--- config.mk ---
export PLATFORM = sky130hd
export DESIGN_NAME = pa_risc_trace_unit
export DESIGN_NICKNAME = d
export VERILOG_FILES = /design/src/rtl/pa_risc_trace_pkg.sv /design/src/rtl/pa_risc_inst_classifier.sv /design/src/rtl/pa_risc_trace_unit.sv
export SDC_FILE = /design/constraint.sdc
export NUM_CORES = 2
export LEC_CHECK = 0
export BUFFER_PORTS_ARGS = -buffer_cell sky130_fd_sc_hd__buf_2
export CAP_MARGIN = 20
export CELL_PAD_IN_SITES_DETAIL_PLACEMENT = 0
export CELL_PAD_IN_SITES_GLOBAL_PLACEMENT = 1
export CORE_UTILIZATION = 50
export CTS_CLUSTER_DIAMETER = 100
export CTS_CLUSTER_SIZE = 24
export DETAILED_ROUTE_END_ITERATION = 6
export PLACE_DENSITY_LB_ADDON = 0.3
export SLEW_MARGIN = 20
export SYNTH_ARGS = -nofsm -noshare
export SYNTH_HDL_FRONTEND = slang
export SYNTH_HIERARCHICAL = 1
export SYNTH_SLANG_ARGS = --single-unit
--- constraint.sdc ---
create_clock -name clk -period 31.1 [get_ports clk]
set_clock_uncertainty 0.2 [all_clocks]
set_input_delay 4.665 -clock clk [delete_from_list [all_inputs] [get_ports clk]]
set_output_delay 4.665 -clock clk [all_outputs]
set_load 0.05 [all_outputs]
--- src/rtl/pa_risc_trace_pkg.sv ---
// Shared definitions for the PA_RISC ID-stage trace unit: opcodes, instruction classes
// and capture modes.
package pa_risc_trace_pkg;

    localparam logic [5:0] OP_NOP   = 6'b000000;
    localparam logic [5:0] OP_ARITH = 6'b000010;
    localparam logic [5:0] OP_LDW   = 6'b010010;
    localparam logic [5:0] OP_LDH   = 6'b010001;
    localparam logic [5:0] OP_LDB   = 6'b010000;
    localparam logic [5:0] OP_STW   = 6'b011010;
    localparam logic [5:0] OP_STH   = 6'b011001;
    localparam logic [5:0] OP_STB   = 6'b011000;
    localparam logic [5:0] OP_LDI   = 6'b001101;
    localparam logic [5:0] OP_LDIL  = 6'b001000;
    localparam logic [5:0] OP_ADDI  = 6'b101101;
    localparam logic [5:0] OP_SUBI  = 6'b100101;
    localparam logic [5:0] OP_BL    = 6'b111010;
    localparam logic [5:0] OP_COMBT = 6'b100000;
    localparam logic [5:0] OP_COMBF = 6'b100010;
    localparam logic [5:0] OP_EXTRU = 6'b110100;
    localparam logic [5:0] OP_DEP   = 6'b110101;

    typedef enum logic [2:0] {
        CLS_NOP     = 3'd0,
        CLS_ARITH   = 3'd1,
        CLS_LOAD    = 3'd2,
        CLS_STORE   = 3'd3,
        CLS_IMM     = 3'd4,
        CLS_BRANCH  = 3'd5,
        CLS_SHIFT   = 3'd6,
        CLS_UNKNOWN = 3'd7
    } inst_class_e;

    typedef enum logic [1:0] {
        MODE_CONT     = 2'b00,
        MODE_ONESHOT  = 2'b01,
        MODE_TRIG     = 2'b10,
        MODE_CONT_ALT = 2'b11
    } trace_mode_e;

endpackage

--- src/rtl/pa_risc_inst_classifier.sv ---
// Combinational opcode-to-class decode; shared between the trace unit and the bench display.
module pa_risc_inst_classifier
    import pa_risc_trace_pkg::*;
(
    input  logic [5:0] opcode,
    output logic [2:0] inst_class
);

    // NOTE: the default assignment ahead of the case keeps this block free of inferred latches.
    always_comb begin
        inst_class = CLS_UNKNOWN;
        case (opcode)
            OP_NOP:                        inst_class = CLS_NOP;
            OP_ARITH:                      inst_class = CLS_ARITH;
            OP_LDW, OP_LDH, OP_LDB:        inst_class = CLS_LOAD;
            OP_STW, OP_STH, OP_STB:        inst_class = CLS_STORE;
            OP_LDI, OP_LDIL, OP_ADDI,
            OP_SUBI:                       inst_class = CLS_IMM;
            OP_BL, OP_COMBT, OP_COMBF:     inst_class = CLS_BRANCH;
            OP_EXTRU, OP_DEP:              inst_class = CLS_SHIFT;
            default:                       inst_class = CLS_UNKNOWN;
        endcase
    end

endmodule

--- src/rtl/pa_risc_trace_unit.sv ---
// ID-stage trace unit: per-class saturating counters plus a circular {pc, instr, class}
// buffer with continuous, one-shot and opcode-triggered capture, read back through a registered port.
module pa_risc_trace_unit
    import pa_risc_trace_pkg::*;
#(
    parameter  int DEPTH  = 16,
    parameter  int PC_W   = 32,
    parameter  int CNT_W  = 32,
    localparam int ADDR_W = $clog2(DEPTH)
) (
    input  logic              clk,
    input  logic              reset,
    input  logic              enable,
    input  logic              clear,
    input  logic              inst_valid,
    input  logic [31:0]       instr,
    input  logic [PC_W-1:0]   pc,
    input  logic [1:0]        mode,
    input  logic [5:0]        trig_opcode,
    input  logic [ADDR_W-1:0] post_count,
    input  logic              rd_en,
    input  logic [ADDR_W-1:0] rd_idx,
    input  logic [2:0]        cnt_sel,
    output logic              rd_valid,
    output logic              rd_err,
    output logic [PC_W-1:0]   rd_pc,
    output logic [31:0]       rd_instr,
    output logic [2:0]        rd_class,
    output logic [CNT_W-1:0]  cnt_value,
    output logic [ADDR_W:0]   count,
    output logic              full,
    output logic              triggered,
    output logic              done
);

    logic [2:0]        inst_class;
    logic [PC_W-1:0]   buf_pc    [DEPTH];
    logic [31:0]       buf_instr [DEPTH];
    logic [2:0]        buf_class [DEPTH];
    logic [CNT_W-1:0]  class_cnt [8];
    logic [ADDR_W-1:0] wr_ptr;
    logic [ADDR_W-1:0] post_remaining;
    logic [ADDR_W-1:0] oldest;
    logic [ADDR_W-1:0] rd_addr;
    logic              count_event;
    logic              capture;
    logic              trig_hit;
    logic              rd_miss;

    pa_risc_inst_classifier u_classifier (
        .opcode     (instr[31:26]),
        .inst_class (inst_class)
    );

    assign count_event = enable & inst_valid & ~clear;
    assign capture     = count_event & ~done;
    assign trig_hit    = capture && (mode == MODE_TRIG) && !triggered && (instr[31:26] == trig_opcode);
    assign full        = (count == (ADDR_W+1)'(DEPTH));

    // When full, count's low bits are zero, so the oldest slot is the one about to be overwritten.
    assign oldest  = wr_ptr - count[ADDR_W-1:0];
    assign rd_addr = oldest + rd_idx;
    assign rd_miss = ({1'b0, rd_idx} >= count);

    // NOTE: the trace array carries no reset; slots beyond count are never visible through the read port.
    always_ff @(posedge clk) begin
        if (capture && !reset) begin
            buf_pc[wr_ptr]    <= pc;
            buf_instr[wr_ptr] <= instr;
            buf_class[wr_ptr] <= inst_class;
        end
    end

    // NOTE: all clocked state uses non-blocking assignments so every read sees pre-edge values.
    always_ff @(posedge clk or posedge reset) begin
        if (reset) begin
            wr_ptr         <= '0;
            count          <= '0;
            triggered      <= 1'b0;
            done           <= 1'b0;
            post_remaining <= '0;
        end else if (clear) begin
            wr_ptr         <= '0;
            count          <= '0;
            triggered      <= 1'b0;
            done           <= 1'b0;
            post_remaining <= '0;
        end else if (capture) begin
            wr_ptr <= wr_ptr + ADDR_W'(1);
            if (!full) begin
                count <= count + (ADDR_W+1)'(1);
            end
            if (mode == MODE_ONESHOT && count == (ADDR_W+1)'(DEPTH - 1)) begin
                done <= 1'b1;
            end
            if (trig_hit) begin
                triggered      <= 1'b1;
                post_remaining <= post_count;
                if (post_count == '0) begin
                    done <= 1'b1;
                end
            end else if (mode == MODE_TRIG && triggered && post_remaining != '0) begin
                post_remaining <= post_remaining - ADDR_W'(1);
                if (post_remaining == ADDR_W'(1)) begin
                    done <= 1'b1;
                end
            end
        end
    end

    // Counting ignores done so statistics keep running after a capture window closes.
    always_ff @(posedge clk or posedge reset) begin
        if (reset) begin
            for (int i = 0; i < 8; i++) class_cnt[i] <= '0;
        end else if (clear) begin
            for (int i = 0; i < 8; i++) class_cnt[i] <= '0;
        end else if (count_event && class_cnt[inst_class] != '1) begin
            class_cnt[inst_class] <= class_cnt[inst_class] + CNT_W'(1);
        end
    end

    always_ff @(posedge clk or posedge reset) begin
        if (reset) begin
            rd_valid  <= 1'b0;
            rd_err    <= 1'b0;
            rd_pc     <= '0;
            rd_instr  <= '0;
            rd_class  <= '0;
            cnt_value <= '0;
        end else begin
            rd_valid  <= rd_en;
            cnt_value <= class_cnt[cnt_sel];
            if (rd_en) begin
                rd_err <= rd_miss;
                if (rd_miss) begin
                    rd_pc    <= '0;
                    rd_instr <= '0;
                    rd_class <= '0;
                end else begin
                    rd_pc    <= buf_pc[rd_addr];
                    rd_instr <= buf_instr[rd_addr];
                    rd_class <= buf_class[rd_addr];
                end
            end
        end
    end

endmodule

==> impl_metrics.ini <==
[status]
status = finished clean

[sta]
finalSetupViolCount = 0
worstMarginPinSlew_ps = 1110
fin_crit_sh = 0.332
tns_ps = 0
postLayoutSetupSlackWorst_ps = 20770
grt_setup_unrepaired = false
max_freq_ghz = 0.0968
slew_viol_final = 0
max_slew_margin = 0.261
period_needed_ps = 10330
hold_viol_final = 0

[critical_path]
endpoint_kind = register
cp_max_fo = 57
crit_required_ps = 31500
cp-start-kind = input port
path_class = input port to register
cp.arrival_ps = 10730

[die]
die_h_um = 347
start_util = 0.504
dieArea_mm2 = 0.120
io_pins = 198
dieWidth_um = 347
rows = 126
coreArea_mm2 = 0.118

[clock_tree]
clk_pin_slew_worst_paths_ps = 90
clock_path_buffers = 3
clockRootBuffer = clkbuf_16
clk_latency_ps = 680
cts_num_sinks = 1444
cts_repair_resize_count = 0
postCtsHoldBufs = 0
cts_tree = yes
numCtsBuffers = 71
htree_levels = 3
cts_setup_buffers = 0

[power_and_ir_drop]
ir_drop_uv = 60.6
p_leak_nw = 22.8
power_density_mw_per_mm2 = 60.7

[cells_and_area]
final_cells = 4823
nets = 3346
fin_area_mm2 = 0.0640
syn_to_final_growth_pct = 7.70
drive_gt1_frac = 0.262
fillCellCount = 9110
final_util = 0.543

[detailed_routing]
first_iter_violations = 3270
first_pass_iters = 6
drc = 0
wl_per_cell_um = 29.6
wl_um = 143000
via_count = 31000
ant_nets = 0
viasPerCell = 6.43

[place]
placed_cell_area_mm2 = 0.0619
dpl.cell_count = 4698
port_buffers = 197
dpl.hpwl_um = 75900
routabilityCongestion = 0.794
pre_cts_slack_ps = 20160

[synthesis]
synth_edf_count = 1072
synth_top_cell_by_area = edfxtp_1
synth_area_per_cell_um2 = 19.1
netlist_instances = 3105
ys_seq_elements = 1444
netlist-cell-type-count = 64
synth_flop_cell = edfxtp_1
yosysSeqAreaShare = 0.698
netlist_top_cells_area = edfxtp_1 (54%), dfrtp_1 (16%), mux4_2 (14%)
synth_top_area_frac = 0.542
synthArstFlopShare = 0.258
syn_area_mm2 = 0.0594
synthesis.nets = 3216
yosysWarnings = 6

[grt]
grt_pass1_wl_um = 213000
antenna_found_initial = 22
grt_max_degree = 157
grt_pass1_vias = 32400
grt_use_total = 0.239
overflow = 0

[run]
cap_violations = 0

[min_path]
hp-class = register to register
[worst paths after layout]
| path | end | depth (start not counted) | startpoint | slack (ps) |
|---|---|---|---|---|
| max reg2reg | rd_instr[31]$_DFFE_PP0P_ | 10 | wr_ptr[1]$_DFFE_PP0P_ | 25250 |
| min reg2reg | rd_err$_DFFE_PP0P_ | 1 | rd_err$_DFFE_PP0P_ | 300 |
| min | rd_err$_DFFE_PP0P_ | 1 | rd_err$_DFFE_PP0P_ | 300 |
| max | class_cnt[104]$_DFFE_PP0P_ | 14 | instr[28] | 20770 |
| min in group asynchronous | count[2]$_DFFE_PP0P_ | 2 | reset | 3920 |
| max in group asynchronous | class_cnt[243]$_DFFE_PP0P_ | 4 | reset | 24570 |
[state kept, by name, summed over array words and instances, names as in the netlist, 3 cells and up]
name,flops
rd_instr,32
wr_ptr,4
rd_pc,32
class_cnt,256
buf_class,48
cnt_value,32
rd_class,3
buf_pc,512
post_remaining,4
count,5
buf_instr,512
[placed cells by master, fill, tap and decap left out, types with 6 or more instances in the layout]
cell       instances
a21oi_1           12
a22o_1           245
a31oi_4            8
and3_4             6
buf_2            194
buf_4             58
clkbuf_1          41
clkbuf_16         72
dfrtp_1          372
edfxtp_1        1072
ha_1              18
inv_1             91
mux2_2           105
mux2i_1          101
mux4_1            22
mux4_2           362
nand2_1          106
nand3_1           16
nand3b_1           6
nand4_1            7
nor2_1            32
nor2_4            12
nor3_1            15
nor4_1             8
o21ai_0           87
o22ai_1           70
xnor2_1           27
xor2_1            17
[per-stage QoR]
| step | hold WS, ps | power [W] |
|---|---|---|
| CTS | 308 | 0.00392 |
| detailed placement | 287 | 0.00289 |
| finish | 300 | 0.00389 |
| global placement | 256 | 0.00287 |
| floorplan | 256 | 0.00270 |
| global route | 324 | 0.00403 |
[synthesized netlist by cell type (all sizes together), types with 3 or more instances]
master / n
o21ai: 88
o2bb2ai: 3
nor4: 9
xnor2: 29
and2: 3
nand2: 106
a221oi: 6
and3b: 3
a311oi: 3
or2: 5
mux4: 384
clkbuf: 89
a31oi: 10
nand3: 16
buf: 113
mux2i: 101
a21oi: 12
and3: 10
xor2: 17
or4: 5
nand4: 7
o211ai: 3
ha: 19
a221o: 4
dfrtp: 372
edfxtp: 1072
o22ai: 70
inv: 93
nand3b: 6
a22o: 245
nor3: 21
fa: 3
mux2: 106
nand2b: 5
nor2: 44
a21o: 3
[metal layers]
metal / global-route usage / vias up / wire length [um]
met3: 0.0356 / 192 / 10300
met4: 0.0499 / 14 / 2520
li1: - / 12800 / -
met5: 0 / - / 75
met2: 0.397 / 1232 / 71600
met1: 0.337 / 16700 / 58500
[logic make-up after synthesis]
| logic type | after synthesis | synth area share |
|---|---|---|
| compound gates | 455 | 0.0589 |
| xor+xnor | 46 | 0.00678 |
| fa+ha+maj | 22 | 0.00501 |
| buf+inv | 296 | 0.0262 |
| flops | 1444 | 0.698 |
| mux | 591 | 0.184 |
| simple gates | 251 | 0.0209 |
[critical path, stage by stage]
cell	delay (ps)
buf_2	310
nor2_1	130
nor4bb_1	180
nor3_2	240
buf_4	670
buf_4	770
mux4_1	400
mux2i_1	160
nor4_1	470
nand4_1	440
or4_4	850
a31oi_4	650
buf_4	420
a22o_1	190
[layout make-up]
class,instances,area (um^2),share of cell area
clock buffer,113,1960,0.0306
sequential,1444,41500,0.648
inverter,94,360,0.00563
antenna,2,5.00,0.0000782
multi-input combinational,1365,16600,0.259
clock inverter,10,141,0.00221
tap,1536,1920,0.0300
timing repair buffer,259,1520,0.0237
[power breakdown]
| part | switching (W) | internal (W) | leakage (nW) |
|---|---|---|---|
| clock network | 0.000605 | 0.000447 | 1.00 |
| registers | 0.0000208 | 0.00210 | 14.8 |
| logic | 0.000421 | 0.000294 | 7.01 |
(Power assumes the default switching activity.)
